**src/rtl/hub75_scan.sv**
```systemverilog
// HUB75 row-scan driver with binary-coded modulation.
// For each row and bit-plane: shift WIDTH pixels (top and bottom half in parallel),
// pulse the latch, then enable the LEDs for BASE_ON << plane cycles. Planes step
// 0..BPC-1 within a row, rows step 0..2^RBITS-1 within a frame, continuously.
module hub75_scan #(
  parameter int unsigned WIDTH   = 64,
  parameter int unsigned RBITS   = 4,
  parameter int unsigned BPC     = 4,
  parameter int unsigned PIX_CYC = 6,
  parameter int unsigned BASE_ON = 8
) (
  input  logic                             clock,
  input  logic                             reset,
  input  logic                             enable,
  output logic                             fb_rd_en,
  output logic [RBITS+$clog2(WIDTH)-1:0]   fb_rd_addr,
  input  logic [6*BPC-1:0]                 fb_rd_data,
  output logic                             r0,
  output logic                             g0,
  output logic                             b0,
  output logic                             r1,
  output logic                             g1,
  output logic                             b1,
  output logic                             sclk,
  output logic                             lat,
  output logic                             oe_n,
  output logic [RBITS-1:0]                 row_addr,
  output logic                             frame_done,
  output logic                             busy
);

  localparam int unsigned ColW   = $clog2(WIDTH);
  localparam int unsigned PixW   = $clog2(PIX_CYC);
  localparam int unsigned PlaneW = (BPC > 1) ? $clog2(BPC) : 1;
  localparam int unsigned DispW  = 16;

  typedef enum logic [1:0] {
    StIdle,
    StShift,
    StLatch,
    StDisplay
  } state_e;

  state_e              state_q, state_d;
  logic [RBITS-1:0]    row_q, row_d;
  logic [ColW-1:0]     col_q, col_d;
  logic [PixW-1:0]     pix_q, pix_d;
  logic [PlaneW-1:0]   plane_q, plane_d;
  logic [DispW-1:0]    disp_q, disp_d;
  logic [5:0]          rgb_q, rgb_d;
  logic [RBITS-1:0]    row_addr_q, row_addr_d;
  logic                frame_done_q, frame_done_d;

  // Per-channel views of the framebuffer word, MSB-first channel order.
  logic [BPC-1:0] ch_r0, ch_g0, ch_b0, ch_r1, ch_g1, ch_b1;
  assign ch_r0 = fb_rd_data[5*BPC +: BPC];
  assign ch_g0 = fb_rd_data[4*BPC +: BPC];
  assign ch_b0 = fb_rd_data[3*BPC +: BPC];
  assign ch_r1 = fb_rd_data[2*BPC +: BPC];
  assign ch_g1 = fb_rd_data[1*BPC +: BPC];
  assign ch_b1 = fb_rd_data[0 +: BPC];

  // Terminal-count decodes shared by the FSM and the datapath.
  logic              pix_last, col_last, plane_last, row_last, disp_last, lat_second;
  logic [DispW-1:0]  on_len;

  assign pix_last   = (pix_q == PixW'(PIX_CYC - 1));
  assign col_last   = (col_q == ColW'(WIDTH - 1));
  assign plane_last = (plane_q == PlaneW'(BPC - 1));
  assign row_last   = (row_q == {RBITS{1'b1}});
  assign on_len     = DispW'(BASE_ON) << plane_q;
  assign disp_last  = (disp_q == (on_len - DispW'(1)));
  // The display counter doubles as the two-cycle latch counter.
  assign lat_second = disp_q[0];

  // State register.
  always_ff @(posedge clock) begin
    if (reset) begin
      state_q <= StIdle;
    end else begin
      state_q <= state_d;
    end
  end

  // Next-state logic; enable is only consulted in idle and at the end of a frame.
  always_comb begin
    state_d = state_q;
    unique case (state_q)
      StIdle: begin
        if (enable) state_d = StShift;
      end
      StShift: begin
        if (pix_last && col_last) state_d = StLatch;
      end
      StLatch: begin
        if (lat_second) state_d = StDisplay;
      end
      StDisplay: begin
        if (disp_last) begin
          state_d = (plane_last && row_last && !enable) ? StIdle : StShift;
        end
      end
      default: state_d = StIdle;
    endcase
  end

  // Datapath next-state: slot/column/plane/row counters, pixel capture, row select.
  always_comb begin
    row_d        = row_q;
    col_d        = col_q;
    pix_d        = pix_q;
    plane_d      = plane_q;
    disp_d       = disp_q;
    rgb_d        = rgb_q;
    row_addr_d   = row_addr_q;
    frame_done_d = 1'b0;

    unique case (state_q)
      StIdle: begin
        if (enable) begin
          row_d   = '0;
          col_d   = '0;
          pix_d   = '0;
          plane_d = '0;
          disp_d  = '0;
        end
      end
      StShift: begin
        pix_d = pix_q + PixW'(1);
        // Read data arrives in slot cycle 1; pins switch on cycle 2, while sclk is low.
        if (pix_q == PixW'(1)) begin
          rgb_d = {ch_r0[plane_q], ch_g0[plane_q], ch_b0[plane_q],
                   ch_r1[plane_q], ch_g1[plane_q], ch_b1[plane_q]};
        end
        if (pix_last) begin
          pix_d = '0;
          col_d = col_q + ColW'(1);
          if (col_last) disp_d = '0;
        end
      end
      StLatch: begin
        if (!lat_second) begin
          // Row select moves while lat is high, so it is settled for the whole display.
          row_addr_d = row_q;
          disp_d     = DispW'(1);
        end else begin
          disp_d = '0;
        end
      end
      StDisplay: begin
        disp_d = disp_q + DispW'(1);
        if (disp_last) begin
          disp_d = '0;
          if (plane_last) begin
            plane_d = '0;
            row_d   = row_q + RBITS'(1);
            if (row_last) frame_done_d = 1'b1;
          end else begin
            plane_d = plane_q + PlaneW'(1);
          end
        end
      end
      default: ;
    endcase
  end

  // Datapath registers.
  always_ff @(posedge clock) begin
    if (reset) begin
      row_q        <= '0;
      col_q        <= '0;
      pix_q        <= '0;
      plane_q      <= '0;
      disp_q       <= '0;
      rgb_q        <= '0;
      row_addr_q   <= '0;
      frame_done_q <= 1'b0;
    end else begin
      row_q        <= row_d;
      col_q        <= col_d;
      pix_q        <= pix_d;
      plane_q      <= plane_d;
      disp_q       <= disp_d;
      rgb_q        <= rgb_d;
      row_addr_q   <= row_addr_d;
      frame_done_q <= frame_done_d;
    end
  end

  // Output decode from the registered state.
  always_comb begin
    fb_rd_en   = (state_q == StShift) && (pix_q == '0);
    fb_rd_addr = {row_q, col_q};
    sclk       = (state_q == StShift) && (pix_q >= PixW'(PIX_CYC / 2));
    lat        = (state_q == StLatch);
    oe_n       = (state_q != StDisplay);
    busy       = (state_q != StIdle);
    {r0, g0, b0, r1, g1, b1} = rgb_q;
    row_addr   = row_addr_q;
    frame_done = frame_done_q;
  end

endmodule

```
**config.mk**
```make
export PLATFORM = sky130hd
export DESIGN_NAME = hub75_scan
export DESIGN_NICKNAME = d
export VERILOG_FILES = /design/src/rtl/hub75_scan.sv
export SDC_FILE = /design/constraint.sdc
export NUM_CORES = 1
export LEC_CHECK = 0
export CORE_MARGIN = 2
export CORE_UTILIZATION = 40
export DETAILED_ROUTE_END_ITERATION = 10
export HOLD_SLACK_MARGIN = 0.05
export PLACE_DENSITY_LB_ADDON = 0.3
export SYNTH_ARGS = -nofsm -noshare
export SYNTH_HDL_FRONTEND = slang
export SYNTH_SLANG_ARGS = --single-unit
```
**constraint.sdc**
```tcl
create_clock -name clock -period 5.9 [get_ports clock]
set_input_delay 0.885 -clock clock [delete_from_list [all_inputs] [get_ports clock]]
set_output_delay 0.885 -clock clock [all_outputs]
set_load 0.01 [all_outputs]
```
* Word-level counts from Yosys, hierarchy flattened
Index checks and enable logic that the tools add are counted.
** Word-level totals
- Register bits after elaboration :: 44
- Bits of input ports :: 27
- Output and inout bits :: 26
- Word-level logic and storage cells :: 98
** Cells by class
- $add $sub $neg :: 6
- Magnitude comparators :: 2
- Equal/unequal tests :: 17
- Shift-type cells :: 1
- Multiplexer cells :: 39
- Bitwise operators :: 4
- Reductions and logical operators :: 20
** Operators with widths (count)
- $mux 16 :: 4
- $pmux 16 s4 :: 1
- $add 16x1->16 const B :: 1
- $eq 16x16->1 :: 1
- $shl 4x2->16 const A :: 1
- $sub 16x1->16 const B :: 1
- $mux 2 :: 7
- $ne 2x2->1 const B :: 7
- $bmux 1 s2 :: 6
- $mux 4 :: 3
- $mux 6 :: 2
- $pmux 6 s2 :: 1
- $mux 1 :: 9
- $reduce_and 3->1 :: 3
- $pmux 2 s4 :: 1
- $pmux 4 s2 :: 1
- $reduce_and 4->1 :: 2
- $add 6x1->6 const B :: 1
- $eq 2x2->1 const B :: 3
- $eq 6x6->1 const B :: 1
- $mux 3 :: 2
- $pmux 3 s2 :: 1
- $reduce_and 2->1 :: 3
- $reduce_bool 2->1 :: 3
- 17 further kinds :: 24

* Longest topological paths before layout
- Word-level depth :: 6
- Mapped depth :: 9
- Mapped depth without buffers :: 7

* Least setup slack after synthesis
OpenSTA, ideal clock, no wires.
- Kind :: register to register
- Start :: register plane_q[0]
- End :: register disp_q[10]
- Arrival :: 2.341 ns
- Data required time :: 5.783 ns
- Slack :: 3.442 ns
- Cell stages (with the launch flop) :: 10
- Path buffers :: 2
- Clock period less this slack :: 2.458 ns
- Cells stage by stage :: dfxtp_1 -> clkbuf_1 -> inv_1 -> ha_1 -> xor2_1 -> xnor2_1 -> o31a_1 -> o21ai_1 -> buf_2 -> nor2_1
** On the way
- Word-level cells in the longest chain between the ends :: 5
** Ends and longest elaborated chain
- start: declaration :: RTL line 48 : logic [PlaneW-1:0] plane_q, plane_d;
- start signal: assignment :: RTL line 182 : plane_q <= plane_d;
- $shl 4x2->16 :: RTL line 71 : assign on_len = DispW'(BASE_ON) << plane_q;
- $sub 16x1->16 :: RTL line 72 : assign disp_last = (disp_q == (on_len - DispW'(1)));
- $eq 16x16->1 :: RTL line 72
- $mux 16 :: RTL line 152 : if (disp_last) begin
- $pmux 16 s4 :: RTL line 118 : unique case (state_q)
- end signal: assignment :: RTL line 183 : disp_q <= disp_d;
- end: declaration :: RTL line 49 : logic [DispW-1:0] disp_q, disp_d;
Every way passes these cells.
A chain may end at the register's enable or synchronous reset.

* Worst setup path in the final report
- Start :: register plane_q[0]
- End :: register disp_q[5]
Same word-level chain as after synthesis.

==> run_results.csv <==
group,metric,value,unit
outcome,status,"completed",
yosys,synth-async-reset-ratio,0,%
power_and_ir_drop,p_sw_share,34.1,%
floorplanning,die_x,81.0,um
worst_setup_path,critPathMaxFanout,15,
yosys,synth_fa_ha_area_share,6.34,%
worst_setup_path,cp_top_family,"compound AO/OA/AOI/OAI gates",
yosys,avgSynthCellArea,9.04,sq um
power_and_ir_drop,p_clk_share,25.6,%
sta,finalSetupViolations,0,
worst_setup_path,setup.worst_path.start_class,"flip-flop",
sta,min_period,2.93,ns
clocking,cts_setup_buffers,0,
power_and_ir_drop,powerDensity,262,nW/um^2
final_layout,drive_above_1_share,5.45,%
worst_setup_path,reg2reg_slack,2.97,ns
detailed_routing,route.detailed.drc,0,
grt,antenna_found_initial,0,
worst_setup_path,rr_endpoint,"disp_q[5]",
worst_setup_path,worstSetupPathType,"flip-flop to flip-flop",
yosys,synth_nets,301,
detailed_routing,viasPerCell,5.42,
hold_path,hold_end,"rgb_q[1]",
worst_setup_path,rr_startpoint,"plane_q[0]",
yosys,synth_compound_gate_area_share,8.98,%
detailed_routing,dr_total_vias,2098,
yosys,synthFlopType,"dfxtp_1",
clocking,cts_resized,0,
grt,overflow,0,
sta,max-slew-margin-rel,33.9,%
grt,grt_first_pass_wirelength,9020,um
sta,hold_viol,0,
detailed_routing,antenna_left,0,
floorplanning,ios,53,
sta,final.setup.worst_slack,2.97,ns
worst_setup_path,path_cells,"inv_1 -> ha_1 -> xor2_1 -> nand3_1 -> o31a_1 -> o21ai_1 -> nor2_1",
worst_setup_path,crit_arrival,3.09,ns
grt,grt_pass1_vias,1967,
placed_design,dp_hpwl,3930,um
yosys,synth-seq-cells,44,
placed_design,place_congestion,0.849,
power_and_ir_drop,p_switching,273,uW
worst_setup_path,cp_slowest_cell,"o21ai_1",
detailed_routing,first_pass_iters,4,
power_and_ir_drop,power.share.combinational,33.4,%
clocking,clock-sinks,44,
yosys,yosys_warnings,0,
worst_setup_path,endpoint_kind,"flip-flop",
yosys,synthXorXnorAreaFrac,8.13,%
clocking,clockRootBuffer,"clkbuf_8",
yosys,synthDistinctLibCells,43,
clocking,numCtsBuffers,5,
yosys,synth-simple-area-share,24.3,%
sta,worstMarginPinSlew,0.985,ns
yosys,ys_seq_area_share,37.2,%
clocking,clk_path_buf_depth,2,
yosys,synth_top_family_by_area,"simple AND/OR/NAND/NOR gates",
detailed_routing,drt_wl_total,5410,um
floorplanning,row_count,28,
sta,clock.fmax,341,MHz
worst_setup_path,critical_path_required,6.05,ns
final_layout,fin_nets,351,
worst_setup_path,crit_buf_inv,1,
yosys,synthMuxAreaShare,11.6,%
yosys,syn-instance-count,262,
worst_setup_path,reg2reg_depth,7,
floorplanning,initial_utilization,40.7,%
floorplanning,die_height,81.0,um
worst_setup_path,max_stage_delay,0.80,ns
hold_path,hold_class,"flip-flop to flip-flop",
grt,track_usage,17.6,%
detailed_routing,routedWlPerCell,14.0,um
hold_path,hold_depth,2,
power_and_ir_drop,intPower,526,uW
power_and_ir_drop,power_frac_seq,41.0,%
clocking,clk_pin_slew,0.08,ns
placed_design,pre_cts_ws,2.76,ns
yosys,synth_edf_count,0,
floorplanning,dieArea,6560,sq um
sta,tns,0,ns
clocking,h-tree-depth,2,
detailed_routing,drt_iter0_drc,148,
power_and_ir_drop,ir_worst_vdd,158,uV
final_layout,areaGrowthSynthToFinish,28.5,%
grt,grt_max_degree,24,
sta,drv_slew,0,
floorplanning,core,5820,sq um
flow_run,drv_cap,0,
hold_path,min_from,"rgb_q[1]",
sta,skew,0.00450,ns
clocking,postCtsHoldBufs,0,
sta,rsz0062_at_grt,"false",
sta,post-route-period-util,49.7,%
clocking,cts_tree,"done",
placed_design,portBuffers,52,
power_and_ir_drop,p_leak,0.00102,uW
clocking,clk_latency,0.30,ns
final_layout,diodes,0,
yosys,synth_area,2370,sq um
routing by layer:
metal	vias to the layer above	wire length [um]	global-route usage, %
li1	1044	-	-
met1	997	2330	20.7
met2	51	2770	31.8
met3	6	241	3.89
met4	0	70	5.76
met5	-	0	0
per-stage QoR:
step / total power [uW] / instance area (sq um) / util [%] / hold slack (ns) / std cells
global placement: 598 / 2950 / 50.7 / 0.475 / 380
global route: 846 / 3040 / 52.3 / 0.526 / 387
CTS: 801 / 3040 / 52.3 / 0.508 / 387
finish: 799 / 3040 / 52.3 / 0.501 / 387
detailed placement: 598 / 2950 / 50.7 / 0.481 / 380
floorplan: 514 / 2370 / - / 0.481 / 262
final cells by class:
class                      instances  area [sq um]
sequential                        44           881
inverter                          12          45.0
timing repair buffer              52           520
tap                               75          93.8
clock buffer                       7          96.3
fill                             556          2770
multi-input combinational        197          1410
sequential cells by signal, summed over array words and instances, names as in the netlist:
| signal | cells |
|---|---|
| pix_q | 3 |
| row_addr | 4 |
| plane_q | 2 |
| rgb_q | 6 |
| col_q | 6 |
| frame_done | 1 |
| state_q | 2 |
| disp_q | 16 |
| row_q | 4 |
cells in the mapped netlist (all sizes together) (2+ instances only):
| cell type | instances | area, sq um |
|---|---|---|
| mux4 | 6 | 135 |
| xnor2 | 16 | 140 |
| nor4 | 8 | 50.1 |
| or4 | 2 | 15.0 |
| mux2i | 14 | 140 |
| o31a | 3 | 26.3 |
| or3 | 3 | 18.8 |
| xor2 | 6 | 52.6 |
| a21oi | 8 | 40.0 |
| nor3 | 9 | 45.0 |
| o31ai | 2 | 15.0 |
| nand2b | 4 | 25.0 |
| nand2 | 13 | 48.8 |
| o21ai | 8 | 40.0 |
| nor4bb | 2 | 20.0 |
| ha | 12 | 150 |
| a31oi | 2 | 12.5 |
| inv | 12 | 45.0 |
| and3 | 2 | 12.5 |
| nor2 | 38 | 143 |
| nand4 | 10 | 62.6 |
| a21o | 2 | 15.0 |
| nor2b | 2 | 12.5 |
| nand3 | 10 | 50.1 |
| dfxtp | 44 | 881 |
| clkbuf | 8 | 31.3 |
| nor4b | 3 | 32.5 |
worst max-delay path by stage:
stage,depth (start not counted),to,startpoint
after detailed placement,5,disp_q[5],enable
after floorplan,9,disp_q[10],plane_q[0]
final,7,disp_q[5],plane_q[0]
after global placement,5,disp_q[12],enable
after global routing,7,disp_q[4],plane_q[0]
after CTS,7,disp_q[5],plane_q[0]
worst min-delay path, stage by stage, from the launching register on:
cell and delay, ns:
dfxtp_1 0.33, mux2i_1 0.06, nor2_1 0.07
cells by family (layout without fill, tap and decap cells):
group / Yosys count / after routing
and+or+nand+nor: 111 / 111
DFF: 44 / 44
AOI/OAI and AO/OA: 32 / 32
xor gates and xnor gates: 22 / 22
buffers and inverters: 21 / 71
muxes: 20 / 20
adders and majority gates: 12 / 12
power groups by stage:
stage	clock network [uW]	registers [uW]	logic, uW
final	204	327	267
after global routing	221	330	295
after CTS	208	327	266
after detailed placement	0	334	264
after global placement	0	334	264
after floorplan	0	331	184
layout by cell type, fill, tap and decap left out, types with 3 or more instances in the layout:
cell             instances
or3_1                    3
dfxtp_1                 44
mux2i_1                 14
nor4_1                   8
xnor2_1                 16
nor3_1                   9
clkdlybuf4s50_1         52
o31a_1                   3
clkbuf_8                 7
nand4_1                 10
inv_1                   12
nand2_1                 13
mux4_2                   6
o21ai_0                  7
nor2_1                  38
nand3_1                 10
xor2_1                   6
nand2b_1                 4
a21oi_1                  8
ha_1                    12
Note: power is estimated with default switching activity, not from simulation.
==> RTL edit, RTL diff (same settings) <==
`rgb_q` no longer has a reset.
--- a/src/rtl/hub75_scan.sv
+++ b/src/rtl/hub75_scan.sv
@@ -172,7 +172,6 @@
       pix_q        <= '0;
       plane_q      <= '0;
       disp_q       <= '0;
-      rgb_q        <= '0;
       row_addr_q   <= '0;
       frame_done_q <= 1'b0;
     end else begin
@@ -181,10 +180,13 @@
       pix_q        <= pix_d;
       plane_q      <= plane_d;
       disp_q       <= disp_d;
-      rgb_q        <= rgb_d;
       row_addr_q   <= row_addr_d;
       frame_done_q <= frame_done_d;
     end
+  end
+
+  always_ff @(posedge clock) begin
+    rgb_q <= rgb_d;
   end
 
   // Output decode from the registered state.
Function: differs if reset is asserted again (counterexample within 4 cycles, from zero or initial values and one cycle with reset high); with reset held inactive, the same outputs for 10 cycles.
==> RTL edit against the original RTL <==
  * Power rose by 17%
  * Cell area rose by 5.0%
  * Sequential cell count did not move
  * Sequential share of layout area rose by 0.50 points
  * Global-route usage fell by 0.24 points
  * Fmax fell by 1.2%
  * Non-clock buffer count rose by 1
  * Worst setup slack got worse by 0.037 ns
  * Synthesized area rose by 7.1%
  * Wire length rose by 7.3%
  * Combinational power rose by 8.2%
  * Via count rose by 6.5%
  * Sequential power rose by 3%
  * Largest power group unchanged
==> RTL edit: results (changes against the original RTL) <==
** Critical path
- The arrival time at the worst endpoint is 2.09 ns (was 3.09 ns).

** Final layout
- Net total in the final layout :: 360 (was 351)
- The layout cell share with drive strength beyond 1 is 9.938% (was 5.449%).
- The final-layout fill cell count was 590 (was 556).

** Clocking
- Clock insertion delay at the later pin of the skew report :: 0.30 ns (about the same)
- H-Tree Depth :: 2 (unchanged)
- Post-CTS setup repair buffer count :: 0 (unchanged)

** Route
- The total routed wire length on the met1 layer is 2716 um (was 2331 um).
- The per-cell via count in the routed design came to 5.599 (was 5.421).
- The routed wire length on met2 came to 2775 um (was 2770 um).
- The DRC violation total after the first TritonRoute iteration is 165 (was 148).
- The routed wirelength normalized by instance count came to 14.56 um (was 13.99 um).
- Routed length on met3 :: 222 um (was 241 um)

** Power
- The share of total power consumed by net switching came to 32.42% (was 34.14%).
- Peak supply drop :: 211.7 uV (was 157.9 uV)
- Leak Pwr :: 1.066 nW (was 1.022 nW)

** Placement
- Dpl hpwl :: 4127 um (was 3933 um)
- RePlAce Congestion :: 0.7953 (was 0.8486)

** Timing
- Tightest slew margin relative to the limit :: 28.50% (was 33.87%)
- Maximum clock skew at final layout :: 0.005782 ns (was 0.004495 ns)

** Logic synthesis
- The sequential share of the synthesized area came to 37.08% (was 37.17%).
- The number of enable-type register cells in the synthesized netlist was 6 (was 0).
- Synth cell count leaders: sky130_fd_sc_hd__dfxtp_1, sky130_fd_sc_hd__nand2_1, sky130_fd_sc_hd__nand3_1, sky130_fd_sc_hd__nor2_1 (was sky130_fd_sc_hd__dfxtp_1, sky130_fd_sc_hd__nor2_1, sky130_fd_sc_hd__xnor2_1, sky130_fd_sc_hd__mux2i_1, sky130_fd_sc_hd__nand2_1).
- The post-synth net total was 312 (was 301).
- The cell with the most instances after synthesis is sky130_fd_sc_hd__dfxtp_1 (unchanged).
- Dominant cells by area after synthesis: sky130_fd_sc_hd__dfxtp_1, sky130_fd_sc_hd__edfxtp_1, sky130_fd_sc_hd__ha_1 (was sky130_fd_sc_hd__dfxtp_1, sky130_fd_sc_hd__ha_1, sky130_fd_sc_hd__nor2_1).

** Global routing
- Wire length of the first global-routing pass :: 9998 um (was 9018 um)
- The maximum number of pins on one net before global-route repair was 34 (was 24).
- Number of global-route vias before repair :: 2144 (was 1967)

** Outcome
- Run status :: completed (unchanged)
## RTL edit: changes by cell type in the layout (fill, tap and decap cells not counted), sizes merged, moves of 7 or more
cell   change
nand3     +13
xnor2     -14
nor2      -18
a31oi     +11
mux2i      -7
or4       +11
nand2     +18
## RTL edit: power by group through the flow
stage          registers (W)  clock network, W  logic [W]
2_1_floorplan       0.000342                 0   0.000225
3_3_place_gp        0.000343                 0   0.000286
3_5_place_dp        0.000343                 0   0.000290
4_1_cts             0.000337          0.000309   0.000291
5_1_grt             0.000340          0.000323   0.000323
6_report            0.000337          0.000307   0.000289
## RTL edit: cell type report
class                           instances  share of cell area, %
Inverter                               12                  1.409
Clock inverter                          2                  1.879
Clock buffer                            6                  2.935
Timing Repair Buffer                   53                  16.52
Sequential cell                        44                  29.43
Multi-Input combinational cell        205                  44.81
Tap cell                               77                  3.014
## RTL edit: cells by family after synthesis
group                    share of synthesized area, %
XOR/XNOR                                        2.367
buffers and inverters                           6.459
flip-flops                                      37.08
AO/OA/AOI/OAI                                   12.38
multiplexers                                    10.01
AND/OR/NAND/NOR                                 25.79
adder cells (fa/ha/maj)                         5.917
## RTL edit: final timing paths
kind,startpoint,end,slack [ns],depth (start not counted)
max,state_q[1],oe_n,2.93,3
min,row_addr[0],row_addr[0],0.51,2
max reg2reg,plane_q[0],state_q[0],3.04,7
min reg2reg,row_addr[0],row_addr[0],0.51,2
## RTL edit: through the flow
step / worst slack (ns) / power, W / instance area [um2] / std cells
after floorplan: 3.537 / 0.0005669 / 2537 / 273
final: 2.930 / 0.0009335 / 3197 / 399
after global routing: 2.727 / 0.0009857 / 3197 / 399
after detailed placement: 2.793 / 0.0006329 / 3043 / 391
after global placement: 2.811 / 0.0006290 / 3043 / 391
after CTS: 2.908 / 0.0009365 / 3197 / 399
## RTL edit: routing by layer
metal	vias up	track usage, %
li1	1112	-
met1	1067	22.35
met2	46	28.80
met3	9	4.055
met4	0	6.012
met5	-	0
## RTL edit: critical path, stage by stage (launching register included)
cell and delay [ns]:
sky130_fd_sc_hd__dfxtp_1 0.41, sky130_fd_sc_hd__ha_1 0.55, sky130_fd_sc_hd__inv_1 0.27, sky130_fd_sc_hd__clkdlybuf4s50_1 0.55
